File: src/rtl/rtc_ng_pkg.sv
// rtc_ng_pkg: shared widths, default constants and slew FSM state type for the rtc_ng clock
package rtc_ng_pkg;
  localparam int DEF_SEC_W = 48;
  localparam int DEF_NS_INT_W = 30;
  localparam int DEF_NS_FRAC_W = 8;
  localparam int DEF_PER_INT_W = 8;
  localparam int DEF_PER_FRAC_W = 32;
  localparam int DEF_ADJ_CNT_W = 32;
  localparam int DEF_PPS_WIDTH = 8;
  localparam int NS_W = DEF_NS_INT_W + DEF_NS_FRAC_W;
  localparam int PER_W = DEF_PER_INT_W + DEF_PER_FRAC_W;
  localparam longint unsigned DEF_NS_MODULO = 64'd1000000000;
  localparam logic [PER_W-1:0] DEF_PERIOD_RST = 40'h08_0000_0000;
  typedef enum logic {IDLE, SLEW} slew_state_e;
endpackage

File: src/rtl/rtc_ng_if.sv
// rtc_ng_if: servo-side control bus of the clock
//   master (servo): drives time_ld/time_ns_in/time_sec_in, period_ld/period_in,
//                   adj_ld/adj_step/adj_cycles; observes load_err, adj_busy, adj_done
//   slave  (clock): the reverse
interface rtc_ng_if import rtc_ng_pkg::*; #(
  parameter int SW = DEF_SEC_W,
  parameter int NW = NS_W,
  parameter int PW = PER_W,
  parameter int CW = DEF_ADJ_CNT_W
);
  logic time_ld;
  logic [NW-1:0] time_ns_in;
  logic [SW-1:0] time_sec_in;
  logic load_err;
  logic period_ld;
  logic [PW-1:0] period_in;
  logic adj_ld;
  logic [PW:0] adj_step;
  logic [CW-1:0] adj_cycles;
  logic adj_busy;
  logic adj_done;
  modport master (
    output time_ld, time_ns_in, time_sec_in, period_ld, period_in, adj_ld, adj_step, adj_cycles,
    input load_err, adj_busy, adj_done
  );
  modport slave (
    input time_ld, time_ns_in, time_sec_in, period_ld, period_in, adj_ld, adj_step, adj_cycles,
    output load_err, adj_busy, adj_done
  );
endinterface

File: src/rtl/rtc_ng_slew.sv
// rtc_ng_slew: period register, slew FSM and per-cycle increment (clamped/saturated)
//   in : clk, rst_n, period_ld/period_in, adj_ld/adj_step/adj_cycles
//   out: inc_q (registered increment), adj_busy, adj_done
module rtc_ng_slew import rtc_ng_pkg::*; #(
  parameter int PW = PER_W,
  parameter int CW = DEF_ADJ_CNT_W,
  parameter logic [PW-1:0] PERIOD_RST = DEF_PERIOD_RST
) (
  input  logic clk,
  input  logic rst_n,
  input  logic period_ld,
  input  logic [PW-1:0] period_in,
  input  logic adj_ld,
  input  logic [PW:0] adj_step,
  input  logic [CW-1:0] adj_cycles,
  output logic [PW-1:0] inc_q,
  output logic adj_busy,
  output logic adj_done
);
  slew_state_e state;
  logic [PW-1:0] period_fix, inc_nxt;
  logic [PW:0] step_q;
  logic [CW-1:0] cnt;
  logic [PW+1:0] sum;
  // Two guard bits: top bit flags a negative sum (clamp), next flags overflow (saturate)
  always_comb begin
    sum = {2'b00, period_fix} + (state == SLEW ? {step_q[PW], step_q} : '0);
    inc_nxt = sum[PW+1] ? '0 : sum[PW] ? '1 : sum[PW-1:0];
  end
  always_ff @(posedge clk or negedge rst_n)
    if (!rst_n) begin
      state <= IDLE;
      period_fix <= PERIOD_RST;
      inc_q <= '0;
      step_q <= '0;
      cnt <= '0;
      adj_busy <= 1'b0;
      adj_done <= 1'b0;
    end else begin
      if (period_ld) period_fix <= period_in;
      inc_q <= inc_nxt;
      adj_done <= 1'b0;
      if (adj_ld) begin
        step_q <= adj_step;
        cnt <= adj_cycles;
        state <= adj_cycles != '0 ? SLEW : IDLE;
        adj_busy <= adj_cycles != '0;
        adj_done <= adj_cycles == '0;
      end else if (state == SLEW) begin
        cnt <= cnt - CW'(1);
        if (cnt == CW'(1)) begin
          state <= IDLE;
          adj_busy <= 1'b0;
          adj_done <= 1'b1;
        end
      end
    end
endmodule

File: src/rtl/rtc_ng.sv
// rtc_ng: PTP time-of-day clock (seconds + fractional ns) with slew, load check and PPS
//   in : clk, rst_n, bus (rtc_ng_if.slave: loads, period, slew handshake)
//   out: time_reg_ns/time_reg_sec, time_ptp_ns/time_ptp_sec, pps
module rtc_ng import rtc_ng_pkg::*; #(
  parameter int SEC_W = DEF_SEC_W,
  parameter int NS_INT_W = DEF_NS_INT_W,
  parameter int NS_FRAC_W = DEF_NS_FRAC_W,
  parameter int PER_INT_W = DEF_PER_INT_W,
  parameter int PER_FRAC_W = DEF_PER_FRAC_W,
  parameter longint unsigned NS_MODULO = DEF_NS_MODULO,
  parameter logic [PER_INT_W+PER_FRAC_W-1:0] PERIOD_RST = DEF_PERIOD_RST,
  parameter int unsigned PPS_WIDTH = DEF_PPS_WIDTH,
  parameter int ADJ_CNT_W = DEF_ADJ_CNT_W
) (
  input  logic clk,
  input  logic rst_n,
  rtc_ng_if.slave bus,
  output logic [NS_INT_W+NS_FRAC_W-1:0] time_reg_ns,
  output logic [SEC_W-1:0] time_reg_sec,
  output logic [31:0] time_ptp_ns,
  output logic [SEC_W-1:0] time_ptp_sec,
  output logic pps
);
  localparam int NW = NS_INT_W + NS_FRAC_W;
  localparam int PW = PER_INT_W + PER_FRAC_W;
  localparam int AW = NS_INT_W + PER_FRAC_W;
  localparam int AW1 = AW + 1;
  localparam logic [NS_INT_W-1:0] MOD_NS = NS_INT_W'(NS_MODULO);
  localparam logic [AW:0] MOD_ACC = AW1'(NS_MODULO) << PER_FRAC_W;
  logic [AW-1:0] acc_ns;
  logic [SEC_W-1:0] acc_sec;
  logic [PW-1:0] inc_q;
  logic [15:0] pps_cnt;
  logic [AW:0] nxt;
  logic ld_bad, ld_ok, roll;
  rtc_ng_slew #(.PW(PW), .CW(ADJ_CNT_W), .PERIOD_RST(PERIOD_RST)) u_slew (
    .clk(clk),
    .rst_n(rst_n),
    .period_ld(bus.period_ld),
    .period_in(bus.period_in),
    .adj_ld(bus.adj_ld),
    .adj_step(bus.adj_step),
    .adj_cycles(bus.adj_cycles),
    .inc_q(inc_q),
    .adj_busy(bus.adj_busy),
    .adj_done(bus.adj_done)
  );
  // inc_q is always below the modulo, so one conditional subtract normalises nxt
  always_comb begin
    nxt = {1'b0, acc_ns} + AW1'(inc_q);
    ld_bad = bus.time_ns_in[NW-1:NS_FRAC_W] >= MOD_NS;
    ld_ok = bus.time_ld && !ld_bad;
    roll = !ld_ok && nxt >= MOD_ACC;
  end
  always_ff @(posedge clk or negedge rst_n)
    if (!rst_n) begin
      acc_ns <= '0;
      acc_sec <= '0;
      pps_cnt <= '0;
      pps <= 1'b0;
      bus.load_err <= 1'b0;
    end else begin
      bus.load_err <= bus.time_ld && ld_bad;
      acc_ns <= ld_ok ? {bus.time_ns_in, {(PER_FRAC_W-NS_FRAC_W){1'b0}}} : AW'(roll ? nxt - MOD_ACC : nxt);
      acc_sec <= ld_ok ? bus.time_sec_in : acc_sec + SEC_W'(roll);
      pps_cnt <= roll ? 16'(PPS_WIDTH) : pps_cnt - 16'(pps_cnt != '0);
      pps <= roll || pps_cnt > 16'd1;
    end
  assign time_reg_ns = acc_ns[AW-1 -: NW];
  assign time_reg_sec = acc_sec;
  assign time_ptp_ns = 32'(acc_ns[AW-1 -: NS_INT_W]);
  assign time_ptp_sec = acc_sec;
endmodule

File: src/flat_wrapper.sv
// flat-port wrapper written by rule: the top's interface ports become plain ports
module rtc_ng_flat import rtc_ng_pkg::*;
#(
  parameter int SEC_W = DEF_SEC_W,
  parameter int NS_INT_W = DEF_NS_INT_W,
  parameter int NS_FRAC_W = DEF_NS_FRAC_W,
  parameter int PER_INT_W = DEF_PER_INT_W,
  parameter int PER_FRAC_W = DEF_PER_FRAC_W,
  parameter longint unsigned NS_MODULO = DEF_NS_MODULO,
  parameter logic [PER_INT_W+PER_FRAC_W-1:0] PERIOD_RST = DEF_PERIOD_RST,
  parameter int unsigned PPS_WIDTH = DEF_PPS_WIDTH,
  parameter int ADJ_CNT_W = DEF_ADJ_CNT_W
)
  (clk, rst_n, time_reg_ns, time_reg_sec, time_ptp_ns, time_ptp_sec, pps, bus_time_ld, bus_time_ns_in, bus_time_sec_in, bus_period_ld, bus_period_in, bus_adj_ld, bus_adj_step, bus_adj_cycles, bus_load_err, bus_adj_busy, bus_adj_done);
  rtc_ng_if bus_i ();
  input  logic clk;
  input  logic rst_n;
  output logic [NS_INT_W+NS_FRAC_W-1:0] time_reg_ns;
  output logic [SEC_W-1:0] time_reg_sec;
  output logic [31:0] time_ptp_ns;
  output logic [SEC_W-1:0] time_ptp_sec;
  output logic pps;
  input wire logic [$bits(bus_i.time_ld)-1:0] bus_time_ld;
  input wire logic [$bits(bus_i.time_ns_in)-1:0] bus_time_ns_in;
  input wire logic [$bits(bus_i.time_sec_in)-1:0] bus_time_sec_in;
  input wire logic [$bits(bus_i.period_ld)-1:0] bus_period_ld;
  input wire logic [$bits(bus_i.period_in)-1:0] bus_period_in;
  input wire logic [$bits(bus_i.adj_ld)-1:0] bus_adj_ld;
  input wire logic [$bits(bus_i.adj_step)-1:0] bus_adj_step;
  input wire logic [$bits(bus_i.adj_cycles)-1:0] bus_adj_cycles;
  output wire logic [$bits(bus_i.load_err)-1:0] bus_load_err;
  output wire logic [$bits(bus_i.adj_busy)-1:0] bus_adj_busy;
  output wire logic [$bits(bus_i.adj_done)-1:0] bus_adj_done;
  assign bus_i.time_ld = bus_time_ld;
  assign bus_i.time_ns_in = bus_time_ns_in;
  assign bus_i.time_sec_in = bus_time_sec_in;
  assign bus_i.period_ld = bus_period_ld;
  assign bus_i.period_in = bus_period_in;
  assign bus_i.adj_ld = bus_adj_ld;
  assign bus_i.adj_step = bus_adj_step;
  assign bus_i.adj_cycles = bus_adj_cycles;
  assign bus_load_err = bus_i.load_err;
  assign bus_adj_busy = bus_i.adj_busy;
  assign bus_adj_done = bus_i.adj_done;
  rtc_ng #(.SEC_W(SEC_W), .NS_INT_W(NS_INT_W), .NS_FRAC_W(NS_FRAC_W), .PER_INT_W(PER_INT_W), .PER_FRAC_W(PER_FRAC_W), .NS_MODULO(NS_MODULO), .PERIOD_RST(PERIOD_RST), .PPS_WIDTH(PPS_WIDTH), .ADJ_CNT_W(ADJ_CNT_W)) u_core (.clk(clk), .rst_n(rst_n), .bus(bus_i), .time_reg_ns(time_reg_ns), .time_reg_sec(time_reg_sec), .time_ptp_ns(time_ptp_ns), .time_ptp_sec(time_ptp_sec), .pps(pps));
endmodule
File: config.mk
export PLATFORM = sky130hd
export DESIGN_NAME = rtc_ng_flat
export DESIGN_NICKNAME = d
export VERILOG_FILES = /design/src/rtl/rtc_ng_pkg.sv /design/src/rtl/rtc_ng_if.sv /design/src/rtl/rtc_ng_slew.sv /design/src/rtl/rtc_ng.sv /design/src/flat_wrapper.sv
export SDC_FILE = /design/constraint.sdc
export NUM_CORES = 1
export LEC_CHECK = 0
export CAP_MARGIN = 20
export CORE_MARGIN = 2
export CORE_UTILIZATION = 45
export CTS_CLUSTER_DIAMETER = 50
export DETAILED_ROUTE_END_ITERATION = 8
export GPL_ROUTABILITY_DRIVEN = 0
export HOLD_SLACK_MARGIN = 0.03
export PLACE_DENSITY_LB_ADDON = 0.05
export SYNTH_ARGS = -nofsm -noshare
export SYNTH_HDL_FRONTEND = slang
export SYNTH_SLANG_ARGS = --single-unit
File: constraint.sdc
create_clock -name clk -period 13.72 [get_ports clk]
set_input_delay 2.058 -clock clk [delete_from_list [all_inputs] [get_ports clk]]
set_output_delay 2.058 -clock clk [all_outputs]
set_load 0.01 [all_outputs]
==> impl_summary.md <==
Timing
The number of hold-slack violations in the final timing report came to 0. Setup violations remaining at the end of the flow were counted as 0. Setup repair after global routing left no endpoint under its margin.

The highest achievable clock rate is 145 MHz. The maximum clock skew at final layout is 17.6 ps. For the finished layout, the period the worst path requires is 6890 ps. The worst-case headroom to the max-slew limit is 33.5%.

Of the available clock period, the critical path in the final layout requires 50.2%. The worst-margin pin slew is 998 ps. The total count of max-transition violations in the final report was 0. The summed negative setup slack over all endpoints is 0 ps.

Clock tree
CTS placed an instance of clkbuf_16 at the clock tree root. Hold repair after CTS inserted 0 buffers. The later pin in the worst-skew pair is clocked with a latency of 550 ps. The TritonCTS clock tree is done. The H-tree generated during clock tree synthesis spans 2 levels.

The maximum root-to-sink buffer count is 3. The clock sink total is 284. Buffers inserted during clock tree synthesis total 39. The number of resized instances in the post-cts repair step is 0.

After clock tree synthesis, the setup repair step added 0 buffers. The clock-pin slew of the registers on the worst-case setup and hold paths is 60 ps.

Floorplanning
The initial utilization of the core area, before any placement, comes to 45.4%. Measured along the x axis, the die boundary spans 209 um. In this run the vertical extent of the chip is 209 um. The floorplan has 75 rows. 374 I/O pins were placed. The die covers 43800 sq um. The core outline area is 41800 sq um.

Power
Combinational logic burns 50.6% of the power. The part of the total power dissipated in sequential elements is 26.6%. The internal power is 2.61 mW. The switching power as a share of total power is 42.4%. The power per cell area is 192 nW/um^2. In this run the static leakage power is 9.73 nW.

Per report_power, the clock group accounts for 22.8% of the total. The power spent charging and discharging nets is 1.92 mW. Across the VDD grid, the largest voltage drop is 0.0000784 V.

Global route
The number of global-route vias before repair is 15500. The most used routing layer is met2. The routing usage on met2 is 37.8%.

After global routing the overflow that remains totals 0. Entering global routing, the biggest net connects 95 pins. In the global route stage, met3 resource usage came out at 4.71%.

The number of antenna violations at the first check in global routing came to 5. Global routing used 33.7% of the available met1 tracks. The first global-routing pass estimated 85000 um of wire. The overall fraction of global-route tracks in use is 24.2%.

Routing
Wires add up to 53500 um. The post-detailed-route count of antenna-violating nets is 0. The via total after detailed routing is 15900. The detailed router finished its first iteration with 1182 violations. The first TritonRoute pass finished after 5 iterations. Dividing the detail-routed wire length by the instance count gives 18.5 um.

Using the TritonRoute via totals, the vias-per-cell ratio works out to 5.48. After detailed routing, the number of remaining DRC violations is 0.

Yosys
Summed over its instances, the top area cell type makes up 37.3% of the synthesized netlist area. The distinct cell type count after synthesis is 95. The average cell area after synthesis is 8.98 sq um. By area the synthesized netlist is led by dfrtp_1 37%, ha_1 5.7%, mux2_2 4.9%. The commonest register cell after synthesis is dfrtp_1. The fraction of registers with async set/reset is 100%. The synthesized design spends more area on one cell type than any other, namely dfrtp_1.

The fraction of the yosys area taken by sequential cells is 37.5%. The synthesized instance count is 2114. The number of synthesized flops with an enable pin is 0. By count the netlist is led by 283 x dfrtp_1, 234 x nand2_1, 179 x a21oi_1. The most common cell in the netlist is dfrtp_1. The cell area after synthesis is 19000 sq um. During synthesis, Yosys emitted a total of 0 warnings. In this run, synthesis produced a sequential element count of 284.

Final layout
The post-layout net count is 2622. For this run, the number of standard cells in the final layout without fillers is 2897. The layout filler cell count is 3827. The post-route netlist has 8.78% of its cells at a drive strength greater than 1. Summing all non-filler instances in the final layout gives an area of 23500 sq um. The final core utilization is 56.4%. The number of diodes added for antenna fixing is 0. Relative to the synthesized area, the layout overhead comes to 24.0%.

Setup path
The largest driver fanout on the critical path is 13. The worst setup path is captured at a register. The launching element type of the critical path is a register.

At the worst endpoint, the required time is 14130 ps. The startpoint-to-endpoint class of the critical path is register to register. Data on the critical path arrives at its endpoint at 7300 ps.

Run status
The flow ran to the end, and the final reports show no timing, DRC or antenna violations.

Place
The quantity of I/O buffers inserted on ports is 371. The post-DP HPWL is 41000 um. Summing all placed instances gives a cell area of 22200 sq um.

Including well taps, the total number of placed cells is 2827.

Job
The tool flagged a number of max-cap violations equal to 0.

Hold path
In this run the worst hold path is classified as register to register.
-- final timing paths --
kind	from	end	slack [ps]	cells past startpoint
max	u_core.acc_ns[32]	u_core.time_ptp_sec[46]	6830	27
min	u_core.u_slew.step_q[9]	u_core.u_slew.step_q[9]	500	1
max reg2reg	u_core.acc_ns[32]	u_core.time_ptp_sec[46]	6830	27
min reg2reg	u_core.u_slew.step_q[9]	u_core.u_slew.step_q[9]	500	1
max in group asynchronous	rst_n	u_core.u_slew.cnt[18]	10070	3
min in group asynchronous	rst_n	u_core.acc_ns[53]	1450	1
-- metal layers --
metal	share of wire, %	routed length [um]
met1	46	24600
met2	45	24000
met3	6.5	3460
met4	2.6	1410
met5	0.13	69
-- cell usage in the layout, fill, tap and decap left out, drive strengths merged, types with 13 or more instances in the layout --
cell type,synthesis,final
clkdlybuf4s50,0,368
a21o,43,43
o211ai,13,13
buf,156,14
ha,87,87
nand3,55,55
nor2,159,159
a31oi,15,15
o21ai,130,130
nor3,38,38
dfrtp,283,283
nand2b,20,20
and2,57,57
xor2,78,78
nand2,234,234
nand4,29,29
and3,36,36
mux2,83,83
xnor2,106,106
nor4,29,29
a21oi,181,181
inv,40,45
clkbuf,53,52
-- per-stage QoR --
stage,hold WS [ps],worst slack (ps),power (mW)
after floorplan,473,7970,2.80
after global placement,486,7090,3.45
after detailed placement,489,6890,3.47
after CTS,502,6810,4.53
after global routing,518,6300,4.83
final,497,6830,4.53
-- flip-flops by register name (all words and copies together), names as in the netlist --
signal                    flops
u_core.u_slew.adj_done        1
u_core.u_slew.inc_q          40
u_core.u_slew.step_q         41
u_core.time_ptp_sec          48
u_core.u_slew.period_fix     40
u_core.u_slew.adj_busy        1
u_core.acc_ns                62
u_core.pps_cnt               16
u_core.u_slew.state           1
u_core.bus.load_err           1
u_core.u_slew.cnt            32
u_core.pps                    1
-- power by group through the flow --
| stage | Combinational (mW) | Clock, mW | Sequential (mW) |
|---|---|---|---|
| CTS | 2.27 | 1.06 | 1.20 |
| global placement | 2.24 | 0 | 1.21 |
| global route | 2.51 | 1.09 | 1.23 |
| detailed placement | 2.25 | 0 | 1.22 |
| floorplan | 1.65 | 0 | 1.16 |
| finish | 2.29 | 1.03 | 1.20 |
-- layout make-up --
cell class,count,area (sq um),area share [%]
Timing Repair Buffer,382,3790,16.1
Sequential cell,284,7110,30.2
Clock inverter,18,219,0.930
Tap cell,539,674,2.87
Inverter,40,150,0.638
Clock buffer,52,1120,4.74
Multi-Input combinational cell,1582,10500,44.5
-- cell families after synthesis --
kind of cell	after synthesis	synth area share, %
flip-flops	284	37.5
buffers and inverters	249	7.54
AND/OR/NAND/NOR	723	18.6
XOR/XNOR	184	8.63
other	1	0.0198
multiplexers	86	5.08
adder cells (fa/ha/maj)	89	5.95
AO/OA/AOI/OAI	498	16.7
-- critical path, cell delays in order, from the launching register on --
cell and delay (ps):
dfrtp_1 410, ha_1 550, and3_1 320, nand4_1 160, or2_2 310, a211o_1 270
a31oi_1 380, xnor2_1 210, ha_1 270, o211a_1 270, a211o_1 360, a21oi_1 250
nor2_2 150, a31oi_4 180, nand2_1 200, inv_1 110, ha_1 240, ha_1 240
and3_1 270, and2_1 310, nand2_1 100, nor2_1 250, nand2_1 190, nor2_1 230
nand2_1 160, nor2_1 150, xnor2_1 130, o21ai_0 80
No activity file was read; power rests on OpenSTA's default activity.
